--- config.mk ---
export PLATFORM = sky130hd
export DESIGN_NAME = nibble_serial_add_ctrl_flat
export DESIGN_NICKNAME = d
export VERILOG_FILES = /design/src/rtl/nibble_serial_add_ctrl_if.sv /design/src/rtl/nibble_serial_add_ctrl.sv /design/src/flat_wrapper.sv
export SDC_FILE = /design/constraint.sdc
export NUM_CORES = 1
export LEC_CHECK = 0
export ABC_AREA = 1
export CAP_MARGIN = 20
export CORE_UTILIZATION = 45
export CTS_BUF_LIST = sky130_fd_sc_hd__clkbuf_8 sky130_fd_sc_hd__clkbuf_16
export CTS_CLUSTER_DIAMETER = 50
export CTS_CLUSTER_SIZE = 10
export DETAILED_ROUTE_END_ITERATION = 8
export HOLD_SLACK_MARGIN = 0.03
export PLACE_DENSITY = 0.75
export SYNTH_ARGS = -nofsm -noshare
export SYNTH_HDL_FRONTEND = slang
export SYNTH_SLANG_ARGS = --single-unit
--- constraint.sdc ---
create_clock -name clk -period 4.5 [get_ports clk]
set_input_delay 1.125 -clock clk [delete_from_list [all_inputs] [get_ports clk]]
set_output_delay 1.125 -clock clk [all_outputs]
set_load 0.02 [all_outputs]
--- src/rtl/nibble_serial_add_ctrl_if.sv ---
// Operand/result bundle for the nibble-serial adder sequencer.
interface nibble_serial_add_ctrl_if #(
   parameter int unsigned WIDTH = 16
);
   logic             start;
   logic             sub;
   logic [WIDTH-1:0] a;
   logic [WIDTH-1:0] b;
   logic             busy;
   logic             done;
   logic [WIDTH-1:0] sum;
   logic             cout;
   logic             ovf;

   modport master (
      output start, sub, a, b,
      input  busy, done, sum, cout, ovf
   );

   modport slave (
      input  start, sub, a, b,
      output busy, done, sum, cout, ovf
   );
endinterface

--- src/rtl/nibble_serial_add_ctrl.sv ---
// WIDTH-bit add/subtract sequenced through one 4-bit carry-lookahead slice,
// one nibble per clock, LSB nibble first.
module nibble_serial_add_ctrl #(
   parameter int unsigned WIDTH = 16
) (
   input logic                     clk,
   input logic                     rst,
   nibble_serial_add_ctrl_if.slave bus
);
   localparam int unsigned N     = WIDTH / 4;
   localparam int unsigned IDX_W = (N > 1) ? $clog2(N) : 1;
   localparam int unsigned BIT_W = IDX_W + 2;

   typedef enum logic [1:0] {
      S_IDLE = 2'd0,
      S_RUN  = 2'd1,
      S_DONE = 2'd2
   } state_t;

   state_t             r_state;
   state_t             w_state_nxt;
   logic               w_accept;
   logic               w_finish;
   logic               w_last;

   logic [WIDTH-1:0]   r_a;
   logic [WIDTH-1:0]   r_b;
   logic [WIDTH-1:0]   r_work;
   logic [IDX_W-1:0]   r_idx;
   logic               r_carry;
   logic               r_busy;
   logic               r_done;
   logic [WIDTH-1:0]   r_sum;
   logic               r_cout;
   logic               r_ovf;

   logic [BIT_W-1:0]   w_base;
   logic [3:0]         w_na;
   logic [3:0]         w_nb;
   logic [3:0]         w_g;
   logic [3:0]         w_p;
   logic [4:0]         w_c;
   logic [3:0]         w_nib_sum;
   logic [WIDTH-1:0]   w_work_nxt;
   logic               w_ovf;

   assign w_last = (r_idx == IDX_W'(N - 1));

   // State register
   always_ff @(posedge clk) begin
      if (rst) r_state <= S_IDLE;
      else     r_state <= w_state_nxt;
   end

   // Next-state decode
   always_comb begin
      w_state_nxt = r_state;
      w_accept    = 1'b0;
      w_finish    = 1'b0;
      case (r_state)
         S_IDLE: begin
            if (bus.start) begin
               w_accept    = 1'b1;
               w_state_nxt = S_RUN;
            end
         end
         S_RUN: begin
            if (w_last) begin
               w_finish    = 1'b1;
               w_state_nxt = S_DONE;
            end
         end
         S_DONE:  w_state_nxt = S_IDLE;
         default: w_state_nxt = S_IDLE;
      endcase
   end

   // 4-bit carry-lookahead slice on the current nibble
   always_comb begin
      w_base    = {r_idx, 2'b00};
      w_na      = r_a[w_base +: 4];
      w_nb      = r_b[w_base +: 4];
      w_g       = w_na & w_nb;
      w_p       = w_na ^ w_nb;
      w_c[0]    = r_carry;
      w_c[1]    = w_g[0] | (w_p[0] & w_c[0]);
      w_c[2]    = w_g[1] | (w_p[1] & w_g[0]) | (w_p[1] & w_p[0] & w_c[0]);
      w_c[3]    = w_g[2] | (w_p[2] & w_g[1]) | (w_p[2] & w_p[1] & w_g[0])
                | (w_p[2] & w_p[1] & w_p[0] & w_c[0]);
      w_c[4]    = w_g[3] | (w_p[3] & w_g[2]) | (w_p[3] & w_p[2] & w_g[1])
                | (w_p[3] & w_p[2] & w_p[1] & w_g[0])
                | (w_p[3] & w_p[2] & w_p[1] & w_p[0] & w_c[0]);
      w_nib_sum = w_p ^ w_c[3:0];
   end

   // Working register with the current nibble merged in; B is already inverted for subtract
   always_comb begin
      w_work_nxt                = r_work;
      w_work_nxt[w_base +: 4]   = w_nib_sum;
      w_ovf = (r_a[WIDTH-1] == r_b[WIDTH-1]) && (w_work_nxt[WIDTH-1] != r_a[WIDTH-1]);
   end

   // Datapath and registered outputs
   always_ff @(posedge clk) begin
      if (rst) begin
         r_a     <= '0;
         r_b     <= '0;
         r_work  <= '0;
         r_idx   <= '0;
         r_carry <= 1'b0;
         r_busy  <= 1'b0;
         r_done  <= 1'b0;
         r_sum   <= '0;
         r_cout  <= 1'b0;
         r_ovf   <= 1'b0;
      end else begin
         r_busy <= (w_state_nxt == S_RUN);
         r_done <= w_finish;
         if (w_accept) begin
            r_a     <= bus.a;
            r_b     <= bus.sub ? ~bus.b : bus.b;
            r_carry <= bus.sub;
            r_idx   <= '0;
         end else if (r_state == S_RUN) begin
            r_work  <= w_work_nxt;
            r_carry <= w_c[4];
            r_idx   <= w_last ? '0 : r_idx + IDX_W'(1);
         end
         if (w_finish) begin
            r_sum  <= w_work_nxt;
            r_cout <= w_c[4];
            r_ovf  <= w_ovf;
         end
      end
   end

   assign bus.busy = r_busy;
   assign bus.done = r_done;
   assign bus.sum  = r_sum;
   assign bus.cout = r_cout;
   assign bus.ovf  = r_ovf;
endmodule
--- src/flat_wrapper.sv ---
// flat-port wrapper written by rule: the top's interface ports become plain ports
module nibble_serial_add_ctrl_flat 
#(
   parameter int unsigned WIDTH = 16
)
  (clk, rst, bus_start, bus_sub, bus_a, bus_b, bus_busy, bus_done, bus_sum, bus_cout, bus_ovf);
  nibble_serial_add_ctrl_if #(.WIDTH(WIDTH)) bus_i ();
  input logic clk;
  input logic rst;
  input wire logic [$bits(bus_i.start)-1:0] bus_start;
  input wire logic [$bits(bus_i.sub)-1:0] bus_sub;
  input wire logic [$bits(bus_i.a)-1:0] bus_a;
  input wire logic [$bits(bus_i.b)-1:0] bus_b;
  output wire logic [$bits(bus_i.busy)-1:0] bus_busy;
  output wire logic [$bits(bus_i.done)-1:0] bus_done;
  output wire logic [$bits(bus_i.sum)-1:0] bus_sum;
  output wire logic [$bits(bus_i.cout)-1:0] bus_cout;
  output wire logic [$bits(bus_i.ovf)-1:0] bus_ovf;
  assign bus_i.start = bus_start;
  assign bus_i.sub = bus_sub;
  assign bus_i.a = bus_a;
  assign bus_i.b = bus_b;
  assign bus_busy = bus_i.busy;
  assign bus_done = bus_i.done;
  assign bus_sum = bus_i.sum;
  assign bus_cout = bus_i.cout;
  assign bus_ovf = bus_i.ovf;
  nibble_serial_add_ctrl #(.WIDTH(WIDTH)) u_core (.clk(clk), .rst(rst), .bus(bus_i));
endmodule
# [Yosys cells after proc, flatten, opt, wreduce, memory -nomap -nowiden]
# Cells that the tools add are included.
[totals] elab_cells=70 out_inout_bits=20 input_bits=36 ff_bits=73
[op_classes] n_reduce_logical=5 bitwise=31 shift=4 eq_ne=5 add_sub_neg=2 n_mux=12
[ops] operator="variable part select 16 x 5 -> 4 bit" count=2
[ops] operator="AND 1 bit" count=16
[ops] operator="bitwise mux 16 bit" count=1
[ops] operator="two-way mux 16 bit" count=1
[ops] operator="NOT 16 bit" count=1
[ops] operator="variable shift 4 x 6 -> 16 bit (first input constant)" count=1
[ops] operator="variable part select 4 x 6 -> 16 bit" count=1
[ops] operator="OR 1 bit" count=10
[ops] operator="XOR 4 bit" count=2
[ops] operator="two-way mux 1 bit" count=6
[ops] operator="two-way mux 2 bit" count=3
[ops] operator="negation 4 -> 6 bit" count=1
[ops] operator="AND 4 bit" count=1
[ops] operator="== test 2 x 1 -> 1 bit (second input constant)" count=2
[ops] operator="one-hot mux 2 bit (2 select lines)" count=1
[ops] operator="adder 2 x 1 -> 2 bit (second input constant)" count=1
[ops] operator="== test 2 bit (second input constant)" count=1
[ops] operator="logical NOT 2 bit" count=1
[ops] operator="AND reduction 2 bit" count=1
[ops] operator="nonzero test 2 bit" count=1
[ops] operator="OR reduction 2 bit" count=1
[ops] operator="== test 1 bit" count=1
[ops] operator="logical AND 1 bit" count=1
[ops] operator="!= test 1 bit" count=1
[ops] operator="NOT 1 bit" count=1

# [Depth between registers and ports, before layout]
# Gate-level depths: netlist (run 1).
[depth] ltp_word=11 depth_mapped=17 ltp_nobuf=16

# [Least setup slack after synthesis (run 1)]
# No wires, ideal clock.
[synth_timing] path_type="register to register" startpoint="register u_core.r_idx[0]" endpoint="register u_core.r_ovf (netlist: u_core.bus.ovf)" setup_slack_ns=2.248 setup_time_ns=0.131 required_ns=4.369 stages_incl_launch_ff=16 arrival_ns=2.121 period_less_slack_ns=2.252 n_path_buf=2 path_cell_list="dfxtp_1 clkbuf_2 inv_2 buf_2 o21ai_0 o22ai_1 ha_1 or2_1 nand2_2 nand3_1 nand2_2 nand4_2 nand2_1 nand2_1 nand3_2 a21oi_2"
[synth_via] elab_chain_cells=11 elab_cells_between_ends=29 cone_classes="1 x add/sub; 2 x eq/ne; 4 x shift; 3 x mux; 18 x bitwise; 1 x reduce/logical"
[synth_rtl] element="start, declared" line_no="nibble_serial_add_ctrl.sv:29" source="logic [IDX_W-1:0] r_idx;"
[synth_rtl] element="start signal, assigned" line_no="nibble_serial_add_ctrl.sv:127" source="r_idx <= w_last ? '0 : r_idx + IDX_W'(1);"
[synth_rtl] element="variable part select 16 x 5 -> 4 bit (on tied branches)" line_no="nibble_serial_add_ctrl.sv:81, nibble_serial_add_ctrl.sv:82"
[synth_rtl] element="XOR 4 bit or AND 4 bit (tied branches)" line_no="nibble_serial_add_ctrl.sv:84, nibble_serial_add_ctrl.sv:83"
[synth_rtl] element="AND 1 bit (on tied branches)" line_no="nibble_serial_add_ctrl.sv:88, nibble_serial_add_ctrl.sv:89"
[synth_rtl] element="OR 1 bit, or another cell as far along" line_no="nibble_serial_add_ctrl.sv:88" source="w_c[3] = w_g[2] | (w_p[2] & w_g[1]) | (w_p[2] & w_p[1] & w_g[0])"
[synth_rtl] element="OR 1 bit or AND 1 bit (tied branches)" line_no="nibble_serial_add_ctrl.sv:88, nibble_serial_add_ctrl.sv:89"
[synth_rtl] element="OR 1 bit" line_no="nibble_serial_add_ctrl.sv:89" source="| (w_p[2] & w_p[1] & w_p[0] & w_c[0]);"
[synth_rtl] element="XOR 4 bit" line_no="nibble_serial_add_ctrl.sv:93" source="w_nib_sum = w_p ^ w_c[3:0];"
[synth_rtl] element="variable part select 4 x 6 -> 16 bit" line_no="nibble_serial_add_ctrl.sv:99" source="w_work_nxt[w_base +: 4] = w_nib_sum;"
[synth_rtl] element="bitwise mux 16 bit" line_no="nibble_serial_add_ctrl.sv:99"
[synth_rtl] element="!= test 1 bit" line_no="nibble_serial_add_ctrl.sv:100" source="w_ovf = (r_a[WIDTH-1] == r_b[WIDTH-1]) && (w_work_nxt[WIDTH-1] != r_a[WIDTH-1]);"
[synth_rtl] element="logical AND 1 bit" line_no="nibble_serial_add_ctrl.sv:100"
[synth_rtl] element="end signal, assigned" line_no="nibble_serial_add_ctrl.sv:132" source="r_ovf <= w_ovf;"
[synth_rtl] element="end, declared" line_no="nibble_serial_add_ctrl.sv:35" source="logic r_ovf;"
# Parallel ways exist; a longest one is shown, timed or not.
# A chain may end at the register's enable or synchronous reset.

# [Worst setup path in the final report (run 1)]
[layout_timing] startpoint="input bus_start" endpoint="register u_core.r_carry"
[layout_via] elab_chain_cells=3 elab_cells_between_ends=4 cone_classes="3 x mux; 1 x reduce/logical"
[layout_rtl] element="start, declared" line_no="flat_wrapper.sv:10" source="input wire logic [$bits(bus_i.start)-1:0] bus_start;"
[layout_rtl] element="two-way mux 1 bit *" line_no="nibble_serial_add_ctrl.sv:62" source="if (bus.start) begin"
[layout_rtl] element="two-way mux 1 bit *" line_no="nibble_serial_add_ctrl.sv:60" source="case (r_state)"
[layout_rtl] element="two-way mux 1 bit or nonzero test 2 bit (tied branches)"
[layout_rtl] element="end signal, assigned" line_no="nibble_serial_add_ctrl.sv:122" source="r_carry <= bus.sub;"
[layout_rtl] element="end signal, assigned" line_no="nibble_serial_add_ctrl.sv:126" source="r_carry <= w_c[4];"
[layout_rtl] element="end, declared" line_no="nibble_serial_add_ctrl.sv:30" source="logic r_carry;"
# Mark *: on every way between the ends. The rest lies on a longest branch, timed or not.

==> results of run 1 <==
## worst max-delay path, stage by stage
cell	delay [ps]
clkdlybuf4s50_1	470
nand2_1	100
nor2_4	440
inv_2	340
o21ai_0	270
a31oi_1	60
o21ai_0	100
inv_1	50
## state kept, by name, indices dropped and copies added, names as in the netlist
| name | flops |
|---|---|
| u_core.bus.sum | 16 |
| u_core.r_work | 16 |
| u_core.r_state | 2 |
| u_core.bus.busy | 1 |
| u_core.bus.ovf | 1 |
| u_core.r_b | 16 |
| u_core.r_idx | 2 |
| u_core.bus.cout | 1 |
| u_core.r_carry | 1 |
| u_core.r_a | 16 |
| u_core.bus.done | 1 |
## routing by layer
layer | global-route usage | routed length, um | part of all wire | vias up
li1 | - | - | - | 1592
met3 | 0.0431 | 375 | 0.049 | 13
met1 | 0.256 | 3490 | 0.46 | 1447
met2 | 0.335 | 3630 | 0.48 | 92
met4 | 0.0914 | 142 | 0.019 | 0
met5 | 0 | 0 | 0 | -
## path summary, 6_finish.rpt
| path | start | endpoint | slack (ps) | cells after the start |
|---|---|---|---|---|
| min reg2reg | u_core.r_b[7] | u_core.r_b[7] | 490 | 2 |
| max reg2reg | u_core.r_idx[1] | u_core.r_work[5] | 1930 | 10 |
| min | u_core.r_b[7] | u_core.r_b[7] | 490 | 2 |
| max | bus_start | u_core.r_carry | 1770 | 8 |
## placed cells by master (no fill, tap or decap)
| cell | count |
|---|---|
| o21ai_0 | 66 |
| o211ai_1 | 2 |
| a32oi_1 | 2 |
| nand2_1 | 40 |
| or2_2 | 1 |
| a21o_1 | 1 |
| a31oi_1 | 2 |
| nand3_1 | 19 |
| nor2_4 | 2 |
| ha_1 | 10 |
| nor3_2 | 1 |
| xor2_1 | 2 |
| a21oi_2 | 1 |
| bufinv_16 | 4 |
| or2_1 | 1 |
| inv_1 | 66 |
| clkdlybuf4s50_1 | 55 |
| clkbuf_8 | 11 |
| o21ai_1 | 9 |
| nor2_1 | 58 |
| buf_4 | 2 |
| clkinv_2 | 1 |
| inv_2 | 6 |
| o22ai_1 | 17 |
| dfxtp_1 | 73 |
| nand4_1 | 3 |
| fa_1 | 1 |
| nand2_2 | 5 |
| o21bai_1 | 7 |
| nor2_2 | 1 |
| a211oi_1 | 6 |
| nand4_2 | 1 |
| a21oi_1 | 19 |
| xnor2_1 | 16 |
| nand3_2 | 1 |
## metrics by stage
stage	setup slack, ps	hold slack (ps)	instance area [sq um]	instances
6_report	1770	492	4320	611
5_1_grt	1550	524	4320	611
4_1_cts	1770	493	4320	611
3_5_place_dp	1410	474	4050	595
3_3_place_gp	1510	470	4050	595
2_1_floorplan	2250	447	3480	465
## power by group
group	total (mW)	internal, mW	leakage [nW]	switching (mW)
Clock	0.694	0.454	0.140	0.240
Sequential	0.705	0.686	0.599	0.0192
Combinational	0.250	0.103	1.23	0.146
Total	1.65	1.24	1.97	0.406
## cells in the mapped netlist, drive strengths merged, types with 2 or more instances
master	number
dfxtp	73
nand3	20
o21ai	75
nand4	4
or2	2
xor2	2
a31oi	2
buf	14
xnor2	16
nand2	45
clkbuf	12
nor2	61
o21bai	7
a21oi	20
ha	10
a32oi	2
a211oi	6
o22ai	17
inv	72
o211ai	2
## cells by family (layout without fill, tap and decap cells)
kind of cell    after synthesis  in the layout  share of synthesized area
compound gates              132            132                      0.211
xor+xnor                     18             18                     0.0453
fa+ha+maj                    11             11                     0.0417
buf+inv                      98            145                      0.113
flops                        73             73                      0.420
simple gates                133            133                      0.169
## final cells by class
cell class                      count  area (sq um)  share of cell area
Sequential cell                    73          1460               0.338
Inverter                           72           270              0.0625
Timing Repair Buffer               57           566               0.131
Multi-Input combinational cell    294          1630               0.376
Clock inverter                      5           125              0.0289
Clock buffer                       11           151              0.0350
Tap cell                           99           124              0.0287
==> results.json, run 1 <==
{
  "cts.root.buffer_cell": "clkbuf_8",
  "rsz0062_at_grt": "false",
  "worst_pin_slew_ps": 882,
  "post-route-period-util": 0.606,
  "p_total_mw": 1.65,
  "ant_nets": 0,
  "post_cts_buffers": 0,
  "portBuffers": 55,
  "die_x_um": 89.9,
  "slew-limit-headroom": 0.410,
  "startpoint_type": "input pin",
  "clk_path_buf_depth": 2,
  "cts_tree": "yes",
  "fp.dieH_um": 89.9,
  "diodes": 0,
  "core_region_area_sq_um": 7370,
  "power_density_nw_per_um2": 381,
  "path_class": "in -> reg",
  "min_period_ps": 2730,
  "dr.pass1.iters": 5,
  "cts_hold_buf": 0,
  "post-dp-hpwl_um": 5250,
  "clock_skew_ps": 8.75,
  "grt_first_pass_wirelength_um": 13400,
  "numCtsBuffers": 9,
  "grt_overflow": 0,
  "drv_slew": 0,
  "hold_viol_final": 0,
  "crit_path_end_kind": "register",
  "post-synth-top-area-cell": "dfxtp_1",
  "crit_path_max_fanout": 30,
  "async_reset_ff_frac": 0,
  "synth_cell_types": 35,
  "area_growth_syn_to_layout_pct": 24.2,
  "totalWireLength_um": 7630,
  "synth_edf_count": 0,
  "yosysWarnings": 0,
  "crit_required_ps": 4740,
  "yosysSeqAreaShare": 0.420,
  "nFillCells": 695,
  "max_cap_viol_count": 0,
  "grt_max_degree": 48,
  "cts.repair.resized": 0,
  "avgSynthCellArea_sq_um": 7.48,
  "drc": 0,
  "routed-via-count": 3144,
  "drt-initial-drc-count": 244,
  "synthFlopType": "dfxtp_1",
  "synth-seq-cells": 73,
  "worstSkewPairLatency_ps": 350,
  "status": "finished, final reports clean",
  "ys_top_cells_by_area": "dfxtp_1 (42%), o21ai_0 (9.5%), inv_1 (7.1%)",
  "numClockSinks": 73,
  "viasPerCell": 5.15,
  "globalplace.congestion": 0.805,
  "syn-num-nets": 512,
  "die_area_sq_um": 8090,
  "worstPathArrival_ps": 2970,
  "routedWlPerCell_um": 12.5,
  "tns_ps": 0,
  "vdd_drop_max_v": 0.000205,
  "initial_utilization": 0.472,
  "rows": 31,
  "timing.fmax_ghz": 0.367,
  "synth_cells": 465,
  "setup_violations": 0,
  "nets": 554,
  "drive_gt1_frac": 0.0723,
  "synth_top_area_frac": 0.420,
  "ios": 56,
  "clk_pin_slew_ps": 70,
  "h-tree-depth": 3,
  "grt_pass1_vias": 2995,
  "holdCritPathClass": "reg -> reg",
  "total_leakage_power_nw": 1.97,
  "gr-usage-all-layers": 0.203,
  "syn_area_sq_um": 3480,
  "utilization": 0.587,
  "antenna_found_initial": 0
}
Power figures use the tool's default switching activity.
==> run 2, diff against run 1 <==
PLACE_DENSITY = 0.78   (was 0.75)
clock period = 2.5 ns   (was 4.5 ns; I/O delays follow)
==> results.json, run 2 (synthesized netlist as in run 1, its figures left out) <==
{
  "status": "finished, final reports clean",
  "post_cts_buffers": 0,
  "path_class": "reg -> reg",
  "ios": 56,
  "numClockSinks": 73,
  "cts_hold_buf": 0,
  "die_area_sq_um": 8090,
  "drc": 0,
  "dr_wl_met3_um": 282,
  "pre_cts_ws_ps": 99.8,
  "layout_commonest_cell": "dfxtp_1",
  "h-tree-depth": 3,
  "worst_pin_slew_ps": 419,
  "drt-initial-drc-count": 152,
  "post-route-period-util": 0.919,
  "crit_path_end_kind": "register",
  "crit_start": "u_core.r_idx[1]",
  "finalWorstSetupSlack_ps": 202,
  "min_from": "u_core.bus.ovf",
  "antenna_found_initial": 0,
  "cpMaxStageDelayCell": "dfxtp_1",
  "max_cap_viol_count": 0,
  "reg2regPathDepth": 13,
  "routed-via-count": 3134,
  "timing.fmax_ghz": 0.435,
  "slew-limit-headroom": 0.720,
  "rsz0062_at_grt": "true",
  "power_density_nw_per_um2": 603,
  "gr-usage-all-layers": 0.201,
  "ant_nets": 0,
  "grt_pass1_vias": 2986,
  "final_cell_mix": "dfxtp_1 (72), inv_1 (67), o21ai_0 (66)",
  "rows": 31,
  "cts.root.buffer_cell": "clkbuf_8",
  "clock_skew_ps": 7.65,
  "clk_path_buf_depth": 2,
  "worstSkewPairLatency_ps": 350,
  "die_x_um": 89.9,
  "routedWlPerCell_um": 12.1,
  "routedLengthMet1_um": 3590,
  "top_layer_used": "met4",
  "drive_gt1_frac": 0.0921,
  "min_period_ps": 2300,
  "cts_tree": "yes",
  "numCtsBuffers": 9,
  "diodes": 0,
  "hold_depth": 2,
  "crit_required_ps": 2730,
  "globalplace.congestion": 0.827,
  "vdd_drop_max_v": 0.000319,
  "crit_path_max_fanout": 13,
  "grt_max_degree": 35,
  "holdPathEnd": "u_core.bus.ovf",
  "dr.pass1.iters": 4,
  "area_growth_syn_to_layout_pct": 24.3,
  "critPathMaxStageDelay_ps": 310,
  "totalWireLength_um": 7530,
  "initial_utilization": 0.472,
  "total_leakage_power_nw": 1.98,
  "setup_violations": 0,
  "post-dp-hpwl_um": 5490,
  "wl_met2_um": 3520,
  "crit_chain": "inv_1, o21ai_0, o22ai_1, ha_1, or2_1, nand2_2, nand3_1, nand2_2, nand4_2, nand2_1, nand2_1, nand3_2, a21oi_2",
  "viasPerCell": 5.05,
  "utilization": 0.587,
  "core_region_area_sq_um": 7370,
  "grt_first_pass_wirelength_um": 13200,
  "r2r-end": "u_core.bus.ovf",
  "grt_overflow": 0,
  "startpoint_type": "register",
  "cts.repair.resized": 0,
  "r2r_start": "u_core.r_idx[1]",
  "clk_pin_slew_ps": 70,
  "hold_viol_final": 0,
  "fp.dieH_um": 89.9,
  "worstPathArrival_ps": 2530,
  "drv_slew": 0,
  "portBuffers": 55,
  "nets": 563,
  "ff2ff_setup_slack_ps": 200,
  "holdCritPathClass": "reg -> reg"
}
-- run 2: cell types whose count changed in the layout (fill, tap and decap cells not counted), sizes merged --
cell | previous run | this run
inv | 72 | 73
clkbuf | 11 | 13
bufinv | 4 | 0
clkinv | 1 | 2
buf | 2 | 11
-- run 2: final cells by class --
type | instances | area, sq um
Timing Repair Buffer | 66 | 633
Clock inverter | 3 | 13.8
Sequential cell | 73 | 1460
Inverter | 72 | 273
Fill cell | 704 | 3040
Clock buffer | 13 | 179
Tap cell | 99 | 124
Multi-Input combinational cell | 294 | 1640
-- run 2: critical path: cells and delay by family, from the launching register on --
family	cells	cell delay, ps
AOI/OAI and AO/OA	3	400
adders and majority gates	1	280
buffers and inverters	1	300
DFF	1	310
and+or+nand+nor	8	890
-- run 2: worst max-delay path by stage --
stage,slack [ps],depth (start not counted),end
2_1_floorplan,250,15,u_core.bus.ovf
4_1_cts,80,13,u_core.bus.ovf
6_report,200,13,u_core.bus.ovf
3_3_place_gp,240,11,u_core.r_work[13]
5_1_grt,-7,11,u_core.bus.sum[5]
3_5_place_dp,100,13,u_core.bus.ovf
-- run 2: where the power goes --
group	total, mW	leakage (nW)	switching (mW)	internal (mW)
clock network	0.876	0.107	0.414	0.462
registers	1.28	0.599	0.0402	1.24
logic	0.457	1.28	0.259	0.198
-- run 2: metrics by stage --
step	setup TNS (ps)	hold slack (ps)	total power, mW	instance area (sq um)	cells
after global placement	0	481	1.73	4110	604
after global routing	-7.00	528	2.75	4330	620
after detailed placement	0	482	1.75	4110	604
after CTS	0	497	2.62	4310	620
final	0	494	2.61	4330	620
after floorplan	0	447	1.60	3480	465
-- run 2: layer usage --
layer  global-route usage  vias to the layer above
met5                    0                        -
met3               0.0457                       14
met2                0.339                       62
met1                0.249                     1442
li1                     -                     1616
met4               0.0780                        0
